<file path="src/rtl/lsu_pkg.sv">
// ---------------------------------------------------------------------------
// lsu_pkg
// Shared definitions for the load/store unit: access-size encodings, the
// control FSM state type and a word-alignment helper.
// ---------------------------------------------------------------------------
package lsu_pkg;

    localparam logic [1:0] SZ_BYTE = 2'd0;
    localparam logic [1:0] SZ_HALF = 2'd1;
    localparam logic [1:0] SZ_WORD = 2'd2;

    typedef enum logic [1:0] {
        IDLE  = 2'd0,
        READ  = 2'd1,
        WRITE = 2'd2,
        RESP  = 2'd3
    } lsu_state_t;

    function automatic logic [31:0] word_align(input logic [31:0] addr);
        return {addr[31:2], 2'b00};
    endfunction

endpackage

</file>
<file path="src/rtl/lsu_lane_mux.sv">
// ---------------------------------------------------------------------------
// lsu_lane_mux
// Combinational big-endian lane steering shared by the load and RMW paths.
//   word        : 32-bit memory word (byte 0 lives in bits [31:24])
//   offset      : byte offset addr[1:0] of the access
//   size        : SZ_BYTE / SZ_HALF / SZ_WORD
//   sign_ext    : 1 = sign-extend the extracted load value, 0 = zero-extend
//   wdata       : right-justified store data
//   load_data   : extracted and extended load value (0 for an illegal size)
//   merged_word : word with the addressed lane(s) replaced by wdata
// ---------------------------------------------------------------------------
module lsu_lane_mux
    import lsu_pkg::*;
(
    input  logic [31:0] word,
    input  logic [1:0]  offset,
    input  logic [1:0]  size,
    input  logic        sign_ext,
    input  logic [31:0] wdata,
    output logic [31:0] load_data,
    output logic [31:0] merged_word
);

    logic [7:0]  byte_lane [4];
    logic [7:0]  sel_byte;
    logic [15:0] sel_half;

    genvar gi;
    generate
        for (gi = 0; gi < 4; gi++) begin : g_lane
            // Lane gi holds the byte at offset gi (big-endian).
            localparam logic [1:0] LANE     = 2'(gi);
            localparam logic       LANE_HI  = (gi >= 2);
            localparam logic       LANE_ODD = ((gi % 2) == 1);

            logic       hit;
            logic [7:0] src;

            assign byte_lane[gi] = word[31-8*gi -: 8];

            always_comb begin
                hit = 1'b0;
                src = wdata[31-8*gi -: 8];
                case (size)
                    SZ_BYTE: begin
                        hit = (offset == LANE);
                        src = wdata[7:0];
                    end
                    SZ_HALF: begin
                        // Even lane takes the high byte of the halfword.
                        hit = (offset[1] == LANE_HI);
                        src = LANE_ODD ? wdata[7:0] : wdata[15:8];
                    end
                    SZ_WORD: hit = 1'b1;
                    default: hit = 1'b0;
                endcase
            end

            assign merged_word[31-8*gi -: 8] = hit ? src : byte_lane[gi];
        end
    endgenerate

    assign sel_byte = byte_lane[offset];
    assign sel_half = offset[1] ? word[15:0] : word[31:16];

    always_comb begin
        load_data = '0;
        case (size)
            SZ_BYTE: load_data = {{24{sign_ext & sel_byte[7]}}, sel_byte};
            SZ_HALF: load_data = {{16{sign_ext & sel_half[15]}}, sel_half};
            SZ_WORD: load_data = word;
            default: load_data = '0;
        endcase
    end

endmodule

</file>
<file path="src/rtl/load_store_unit.sv">
// ---------------------------------------------------------------------------
// load_store_unit
// MEM-stage front end and sole master of a word-wide, byte-addressed data
// memory. Handles byte/half/word loads and stores, big-endian lane selection,
// sign/zero extension and read-modify-write for sub-word stores. Misaligned,
// illegal-size and out-of-range requests are answered with resp_error and
// never reach the memory.
//   clk, rst                  : clock, synchronous active-high reset
//   req_valid/req_ready       : request handshake (one request in flight)
//   req_write/size/signed/addr/wdata : request payload
//   resp_valid/rdata/error    : one-cycle completion pulse and result
//   busy                      : request in flight (pipeline stall)
//   mem_addr/wdata/we/re      : registered data-memory drive
//   mem_rdata                 : combinational read word from the memory
// ---------------------------------------------------------------------------
module load_store_unit
    import lsu_pkg::*;
#(
    parameter int MEM_BYTES = 32
) (
    input  logic        clk,
    input  logic        rst,
    input  logic        req_valid,
    output logic        req_ready,
    input  logic        req_write,
    input  logic [1:0]  req_size,
    input  logic        req_signed,
    input  logic [31:0] req_addr,
    input  logic [31:0] req_wdata,
    output logic        resp_valid,
    output logic [31:0] resp_rdata,
    output logic        resp_error,
    output logic        busy,
    output logic [31:0] mem_addr,
    output logic [31:0] mem_wdata,
    output logic        mem_we,
    output logic        mem_re,
    input  logic [31:0] mem_rdata
);

    localparam logic [31:0] LAST_WORD = 32'(MEM_BYTES - 4);

    lsu_state_t  state_reg, state_next;
    logic        write_reg, signed_reg;
    logic [1:0]  size_reg, offset_reg;
    logic [31:0] wdata_reg;

    logic        mem_we_reg, mem_we_next;
    logic        mem_re_reg, mem_re_next;
    logic [31:0] mem_addr_reg, mem_addr_next;
    logic [31:0] mem_wdata_reg, mem_wdata_next;
    logic        resp_valid_reg, resp_valid_next;
    logic        resp_error_reg, resp_error_next;
    logic [31:0] resp_rdata_reg, resp_rdata_next;

    logic        accept;
    logic        req_err;
    logic [31:0] load_data, merged_word;

    // Handshake outputs are gated by rst so they read 0 during reset even
    // before the first reset edge has cleared the state register.
    assign req_ready = !rst && (state_reg == IDLE);
    assign busy      = !rst && (state_reg != IDLE);
    assign accept    = req_valid && req_ready;

    always_comb begin
        req_err = 1'b0;
        if (req_size == 2'd3)                               req_err = 1'b1;
        if ((req_size == SZ_HALF) && req_addr[0])           req_err = 1'b1;
        if ((req_size == SZ_WORD) && (req_addr[1:0] != 2'b00)) req_err = 1'b1;
        if (word_align(req_addr) > LAST_WORD)               req_err = 1'b1;
    end

    // The lane mux always works on the live memory word; it is only consumed
    // in READ, when mem_rdata holds the word at the latched address.
    lsu_lane_mux u_lane_mux (
        .word        (mem_rdata),
        .offset      (offset_reg),
        .size        (size_reg),
        .sign_ext    (signed_reg),
        .wdata       (wdata_reg),
        .load_data   (load_data),
        .merged_word (merged_word)
    );

    // State and output registers.
    always_ff @(posedge clk) begin
        if (rst) begin
            state_reg      <= IDLE;
            write_reg      <= 1'b0;
            signed_reg     <= 1'b0;
            size_reg       <= SZ_BYTE;
            offset_reg     <= 2'b00;
            wdata_reg      <= '0;
            mem_we_reg     <= 1'b0;
            mem_re_reg     <= 1'b0;
            mem_addr_reg   <= '0;
            mem_wdata_reg  <= '0;
            resp_valid_reg <= 1'b0;
            resp_error_reg <= 1'b0;
            resp_rdata_reg <= '0;
        end else begin
            state_reg      <= state_next;
            if (accept) begin
                write_reg  <= req_write;
                signed_reg <= req_signed;
                size_reg   <= req_size;
                offset_reg <= req_addr[1:0];
                wdata_reg  <= req_wdata;
            end
            mem_we_reg     <= mem_we_next;
            mem_re_reg     <= mem_re_next;
            mem_addr_reg   <= mem_addr_next;
            mem_wdata_reg  <= mem_wdata_next;
            resp_valid_reg <= resp_valid_next;
            resp_error_reg <= resp_error_next;
            resp_rdata_reg <= resp_rdata_next;
        end
    end

    // Next-state logic.
    always_comb begin
        state_next = state_reg;
        case (state_reg)
            IDLE: begin
                if (accept) begin
                    if (req_err)                                  state_next = RESP;
                    else if (req_write && (req_size == SZ_WORD))  state_next = WRITE;
                    else                                          state_next = READ;
                end
            end
            READ:    state_next = write_reg ? WRITE : RESP;
            WRITE:   state_next = RESP;
            RESP:    state_next = IDLE;
            default: state_next = IDLE;
        endcase
    end

    // Output logic: values for the output flops are derived from the state
    // being entered, so every memory strobe is a clean flop output for
    // exactly the cycle spent in READ or WRITE.
    always_comb begin
        mem_re_next     = (state_next == READ);
        mem_we_next     = (state_next == WRITE);
        resp_valid_next = (state_next == RESP);
        resp_error_next = (state_reg == IDLE) && accept && req_err;
        resp_rdata_next = ((state_reg == READ) && !write_reg) ? load_data : '0;

        mem_addr_next = mem_addr_reg;
        if (accept && !req_err)
            mem_addr_next = word_align(req_addr);

        mem_wdata_next = mem_wdata_reg;
        if ((state_reg == IDLE) && (state_next == WRITE))
            mem_wdata_next = req_wdata;
        else if ((state_reg == READ) && (state_next == WRITE))
            mem_wdata_next = merged_word;
    end

    assign mem_we     = mem_we_reg;
    assign mem_re     = mem_re_reg;
    assign mem_addr   = mem_addr_reg;
    assign mem_wdata  = mem_wdata_reg;
    assign resp_valid = resp_valid_reg;
    assign resp_error = resp_error_reg;
    assign resp_rdata = resp_rdata_reg;

endmodule

</file>
<file path="config.mk">
export PLATFORM = sky130hd
export DESIGN_NAME = load_store_unit
export DESIGN_NICKNAME = d
export VERILOG_FILES = /design/src/rtl/lsu_pkg.sv /design/src/rtl/lsu_lane_mux.sv /design/src/rtl/load_store_unit.sv
export SDC_FILE = /design/constraint.sdc
export NUM_CORES = 1
export LEC_CHECK = 0
export BUFFER_PORTS_ARGS = -buffer_cell sky130_fd_sc_hd__buf_4
export CAP_MARGIN = 40
export CORE_UTILIZATION = 45
export DETAILED_ROUTE_END_ITERATION = 12
export PLACE_DENSITY = 0.72
export SLEW_MARGIN = 20
export SYNTH_ARGS = -nofsm -noshare
export SYNTH_HDL_FRONTEND = slang
export SYNTH_HIERARCHICAL = 1
export SYNTH_SLANG_ARGS = --single-unit
export TNS_END_PERCENT = 50
</file>
<file path="constraint.sdc">
create_clock -name clk -period 2.6 [get_ports clk]
set_input_delay 0.26 -clock clk [delete_from_list [all_inputs] [get_ports clk]]
set_output_delay 0.26 -clock clk [all_outputs]
set_load 0.05 [all_outputs]
</file>
==> run metrics, run 1 <==
hpwl dp 13600 um; most common cell after layout, fill and taps aside buf_4; Setup Skew 0.00665 ns; maxcap violations 0; Fill cells 1129; wire length of the first global-routing pass 29100 um; CP Launch Type flip-flop; Port Buf Inserts 202; Mean Syn Cell Area slightly below 10 um^2; Worst path most repeated cell buf_4; routed len/inst 18.3 um; normalized max-slew margin 0.461; max incr delay on CP 0.38 ns; Ys Warns 6; Final setup viols 0; Setup CP Type flip-flop to flip-flop; GRT Util Overall 0.265; Post-CTS Setup Bufs 0; residual DRC count 0; CTS buffer count 17; grt ovf 0; CP arrival 2.68 ns; area of the multi-input gates 0.00324 mm^2; DR WL met3 around 1500 um; vias in the first global route 5420; worst-path cell with the longest stage delay dfxtp_1; final WL 18700 um; area of the core 0.0134 mm^2; 1st-iter DRT viols 393; async set-reset flop share out of synthesis 0; WP data required between 2 and 3 ns; max layer used met4; starting density of the core 0.469; H-tree depth 4; Mapped Cells 641; largest net degree at the start of global routing 44; setup TNS 0 ns; GPL Wtd Cong 0.921; Worst VDD drop ~550 uV; crit-path max FO 16; reg-to-reg startpoint state_reg[0]; total die area 0.0144 mm^2; FF+latch area 0.00276 mm^2; Netlist Area Pre-Place around 0.0063 mm^2; post-CTS sizing 0; register area share after synthesis 0.440; Final Cycle Share 0.913; layout cells sized above 1 0.360; Via Count 5599; Final Hold Viols 0; PD cells 913 mW/mm^2; most frequent cells in the layout 221 x buf_4, 138 x dfxtp_1, 85 x nand2_1; synthesis-to-finish area growth 35.7%; worst path cell trace inv_1 -> ha_1 -> buf_4 -> a31oi_1 -> a21o_1 -> o31ai_4 -> buf_8 -> buf_4 -> a221o_1; DR vias/cell roughly 5.5; Placed Cells about 990; Yosys cell types 54; Critical Path End Type flip-flop; clock slew at reported path FFs approximately 0.060 ns; RSZ-0062 raised after global routing no; Final ANT Viol Nets 0; Synth Flop Type dfxtp_1; CTS tree yes; status completed; initial antenna violation count 1; drt first pass iters 8; die height 120 um; fin nets 940; Max clock buf depth 2; DRT met1 WL 8070 um; Site Rows 42; clock sinks about 140; clock latency on the worst-skew pair 0.42 ns; Leakage 4.02 nW; number of synthesized flops with an enable pin 0; I/O pin cnt approximately 200; Root Driver clkbuf_16; fin cells 1024; min cycle time layout 2.37 ns; DR WL met2 8690 um; Slew @ Worst Pin 0.805 ns; Die X 120 um; worst hold path type input port to flip-flop; final slew viol count 0; Worst Setup SP state_reg[0]; Post-CTS Hold Fix Bufs 0; FF+latch count, synth 138; FMAX about 0.42 GHz; min-delay src req_signed
[worst max-delay path, delay by kind of cell (launching register included)]
kind | cells | cell delay [ns]
AO/OA/AOI/OAI | 4 | 1.00
adder cells (fa/ha/maj) | 1 | 0.25
buffers and inverters | 4 | 0.63
flip-flops | 1 | 0.38
[cells by family after synthesis]
logic type	share of synthesized area
and+or+nand+nor	0.259
buffers and inverters	0.0476
muxes	0.110
DFF	0.440
adders and majority gates	0.00598
other	0.000597
AOI/OAI and AO/OA	0.137
[through the flow]
stage	cell area (um^2)	util	hold WS, ns	power, mW	setup slack [ns]
3_5_place_dp	7930	0.592	0.450	5.42	0.269
3_3_place_gp	7900	0.589	0.445	5.34	0.263
4_1_cts	8520	0.636	0.0188	7.78	0.249
6_report	8520	0.636	0.0260	7.78	0.227
2_1_floorplan	6280	-	0.359	4.59	0.560
5_1_grt	8520	0.636	0.0327	8.13	0.135
[layer usage]
| metal | vias to the layer above | global-route usage |
|---|---|---|
| met5 | - | 0 |
| met4 | 0 | 0.117 |
| met3 | 38 | 0.0556 |
| met2 | 277 | 0.417 |
| met1 | 2645 | 0.349 |
| li1 | 2639 | - |
[Yosys cell counts, drive strengths merged, types with 2 or more instances]
cell type / count / share of area
o21ai: 11 / 0.0094
nand2b: 4 / 0.0040
mux2i: 31 / 0.049
a21oi: 16 / 0.015
a21o: 2 / 0.0024
inv: 3 / 0.0018
nand2: 85 / 0.051
o21bai: 2 / 0.0024
dfxtp: 138 / 0.44
nor2: 27 / 0.017
ha: 3 / 0.0060
and2: 90 / 0.094
buf: 27 / 0.032
nor3: 3 / 0.0024
a221o: 39 / 0.062
and3b: 2 / 0.0028
nand4: 3 / 0.0040
o22ai: 7 / 0.0070
nor4: 8 / 0.016
nand3b: 42 / 0.052
nor2b: 5 / 0.0050
mux2: 32 / 0.057
a21boi: 8 / 0.0096
a211o: 17 / 0.024
clkbuf: 23 / 0.014
[report_power, final]
group | leakage, nW | internal, mW | total, mW | switching (mW)
clock network | 0.286 | 1.44 | 2.37 | 0.929
registers | 1.12 | 2.41 | 2.65 | 0.238
logic | 2.62 | 1.07 | 2.76 | 1.69
total | 4.02 | 4.92 | 7.78 | 2.85
[worst paths after layout]
check	to	slack (ns)	depth (start not counted)
hold / removal	signed_reg	0.03	3
setup reg to reg	mem_wdata[17]	0.23	9
hold reg to reg	mem_addr[17]	0.46	1
setup / recovery	mem_wdata[17]	0.23	9
[final cells by class]
cell class | count | share of cell area
antenna | 1 | 0.000294
clock buffer | 18 | 0.0515
timing repair buffer | 223 | 0.199
sequential | 138 | 0.324
inverter | 3 | 0.00132
tap | 176 | 0.0258
multi-input combinational | 451 | 0.381
clock inverter | 14 | 0.0173
(Power assumes the default switching activity.)
==> run 2: changes to the inputs <==
==> constraint.sdc (replaced) <==
create_clock -name clk -period 2.6 [get_ports clk]
set_input_delay 0.39 -clock clk [delete_from_list [all_inputs] [get_ports clk]]
set_output_delay 0.39 -clock clk [all_outputs]
set_load 0.05 [all_outputs]
==> run 2 against run 1 <==
- cell count shrank 0.20%
- sequential cell count did not move
- maximum frequency is 1.7% lower
- critical endpoint is now mem_wdata[18]
- critical path depth stayed put
==> run metrics, run 2 (same netlist as run 1, synthesis figures left out) <==
status completed; starting density of the core 0.469; area of the multi-input gates 0.00324 mm^2; layout cells sized above 1 0.359; wire length of the first global-routing pass 29100 um; WP data required between 2 and 3 ns; synthesis-to-finish area growth 36.0%; clock latency on the worst-skew pair 0.42 ns; Fill cells approximately 1200; drt first pass iters 6; Antenna Cells 0; reg-to-reg startpoint state_reg[0]; total die area 0.0144 mm^2; FF-to-FF path depth 9; worst reg2reg setup slack 0.18 ns; DRT met1 WL 8370 um; PD cells 926 mW/mm^2; Final setup viols 0; GRT Util Overall 0.264; CTS tree yes; Setup Skew ~0.0077 ns; GPL Wtd Cong 0.930; CP Launch Type flip-flop; Worst VDD drop roughly 480 uV; clock slew at reported path FFs ~0.060 ns; Site Rows 42; DR vias/cell about 5.4; hold path cells 3; Critical Path End Type flip-flop; Post-CTS Setup Bufs 0; min cycle time layout 2.42 ns; largest net degree at the start of global routing 53; CTS buffer count 17; max layer used met4; hpwl dp 13600 um; Final ANT Viol Nets 0; most frequent cells in the layout 219 x buf_4, 138 x dfxtp_1, 85 x nand2_1; most common cell after layout, fill and taps aside buf_4; H-tree depth 4; DR WL met2 8760 um; Final Cycle Share 0.929; initial antenna violation count 0; maxcap violations 0; final core occ 0.637; grt ovf 0; worst hold path type input port to flip-flop; Leakage 4.04 nW; Max clock buf depth 2; vias in the first global route 5357; Post-CTS Hold Fix Bufs 0; clock sinks 138; FMAX roughly 0.41 GHz; 1st-iter DRT viols 505; Port Buf Inserts 202; residual DRC count 0; Slew @ Worst Pin between 0.8 and 0.9 ns; Setup CP Type flip-flop to flip-flop; crit-path max FO 16; die height 120 um; final WL between 15000 and 20000 um; fin nets 939; CP arrival 2.72 ns; post-CTS sizing 0; Die X between 100 and 150 um; DR WL met3 1230 um; area of the core approximately 0.013 mm^2; final slew viol count 0; normalized max-slew margin 0.428; min-delay src req_wdata[26]; end of the worst hold path wdata_reg[26]; Via Count 5546; FF+latch area 0.00276 mm^2; Final Hold Viols 0; I/O pin cnt 205; routed len/inst 18.4 um; Root Driver clkbuf_16; RSZ-0062 raised after global routing no; setup TNS 0 ns; r2r endpoint mem_wdata[18]
-- run 2: worst max path at each step --
stage | cells after the start | slack (ns) | end | from
after floorplan | 8 | 0.56 | mem_wdata[17] | state_reg[0]
after CTS | 9 | 0.22 | mem_wdata[18] | state_reg[0]
after detailed placement | 9 | 0.13 | mem_wdata[18] | req_addr[17]
after global placement | 8 | 0.20 | mem_wdata[18] | req_addr[31]
after global routing | 9 | 0.10 | mem_wdata[18] | state_reg[0]
final | 9 | 0.18 | mem_wdata[18] | state_reg[0]
-- run 2: layout make-up --
type	instances	share of cell area
tap	176	0.0258
sequential	138	0.323
multi-input combinational	451	0.380
clock buffer	17	0.0498
clock inverter	15	0.0220
timing repair buffer	222	0.198
inverter	3	0.00132
-- run 2: critical path, cell delays in order, from the launching register on --
cell	delay [ns]
dfxtp_1	0.36
inv_1	0.09
ha_1	0.24
buf_4	0.18
a31oi_1	0.38
a21o_1	0.22
o31ai_4	0.13
buf_8	0.20
buf_4	0.16
a221o_1	0.34
-- run 2: report_power, final --
part	total [mW]	switching, mW	internal (mW)
logic	2.78	1.70	1.07
clock network	2.49	0.961	1.53
registers	2.64	0.231	2.41
total	7.91	2.89	5.01
-- run 2: per-layer routing --
| metal | track usage | vias up |
|---|---|---|
| met4 | 0.102 | 0 |
| met2 | 0.419 | 232 |
| met3 | 0.0523 | 36 |
| met5 | 0 | - |
| met1 | 0.352 | 2631 |
| li1 | - | 2647 |
-- run 2: stage by stage --
| step | power, mW | cells | setup WS [ns] | area, um^2 | hold WS, ns |
|---|---|---|---|---|---|
| final | 7.91 | 1022 | 0.185 | 8540 | 0.166 |
| after global routing | 8.26 | 1022 | 0.104 | 8540 | 0.165 |
| after CTS | 7.93 | 1022 | 0.222 | 8540 | 0.154 |
| after detailed placement | 5.43 | 990 | 0.130 | 7930 | 0.448 |
| after global placement | 5.34 | 987 | 0.198 | 7890 | 0.445 |
| after floorplan | 4.59 | 642 | 0.560 | 6280 | 0.446 |
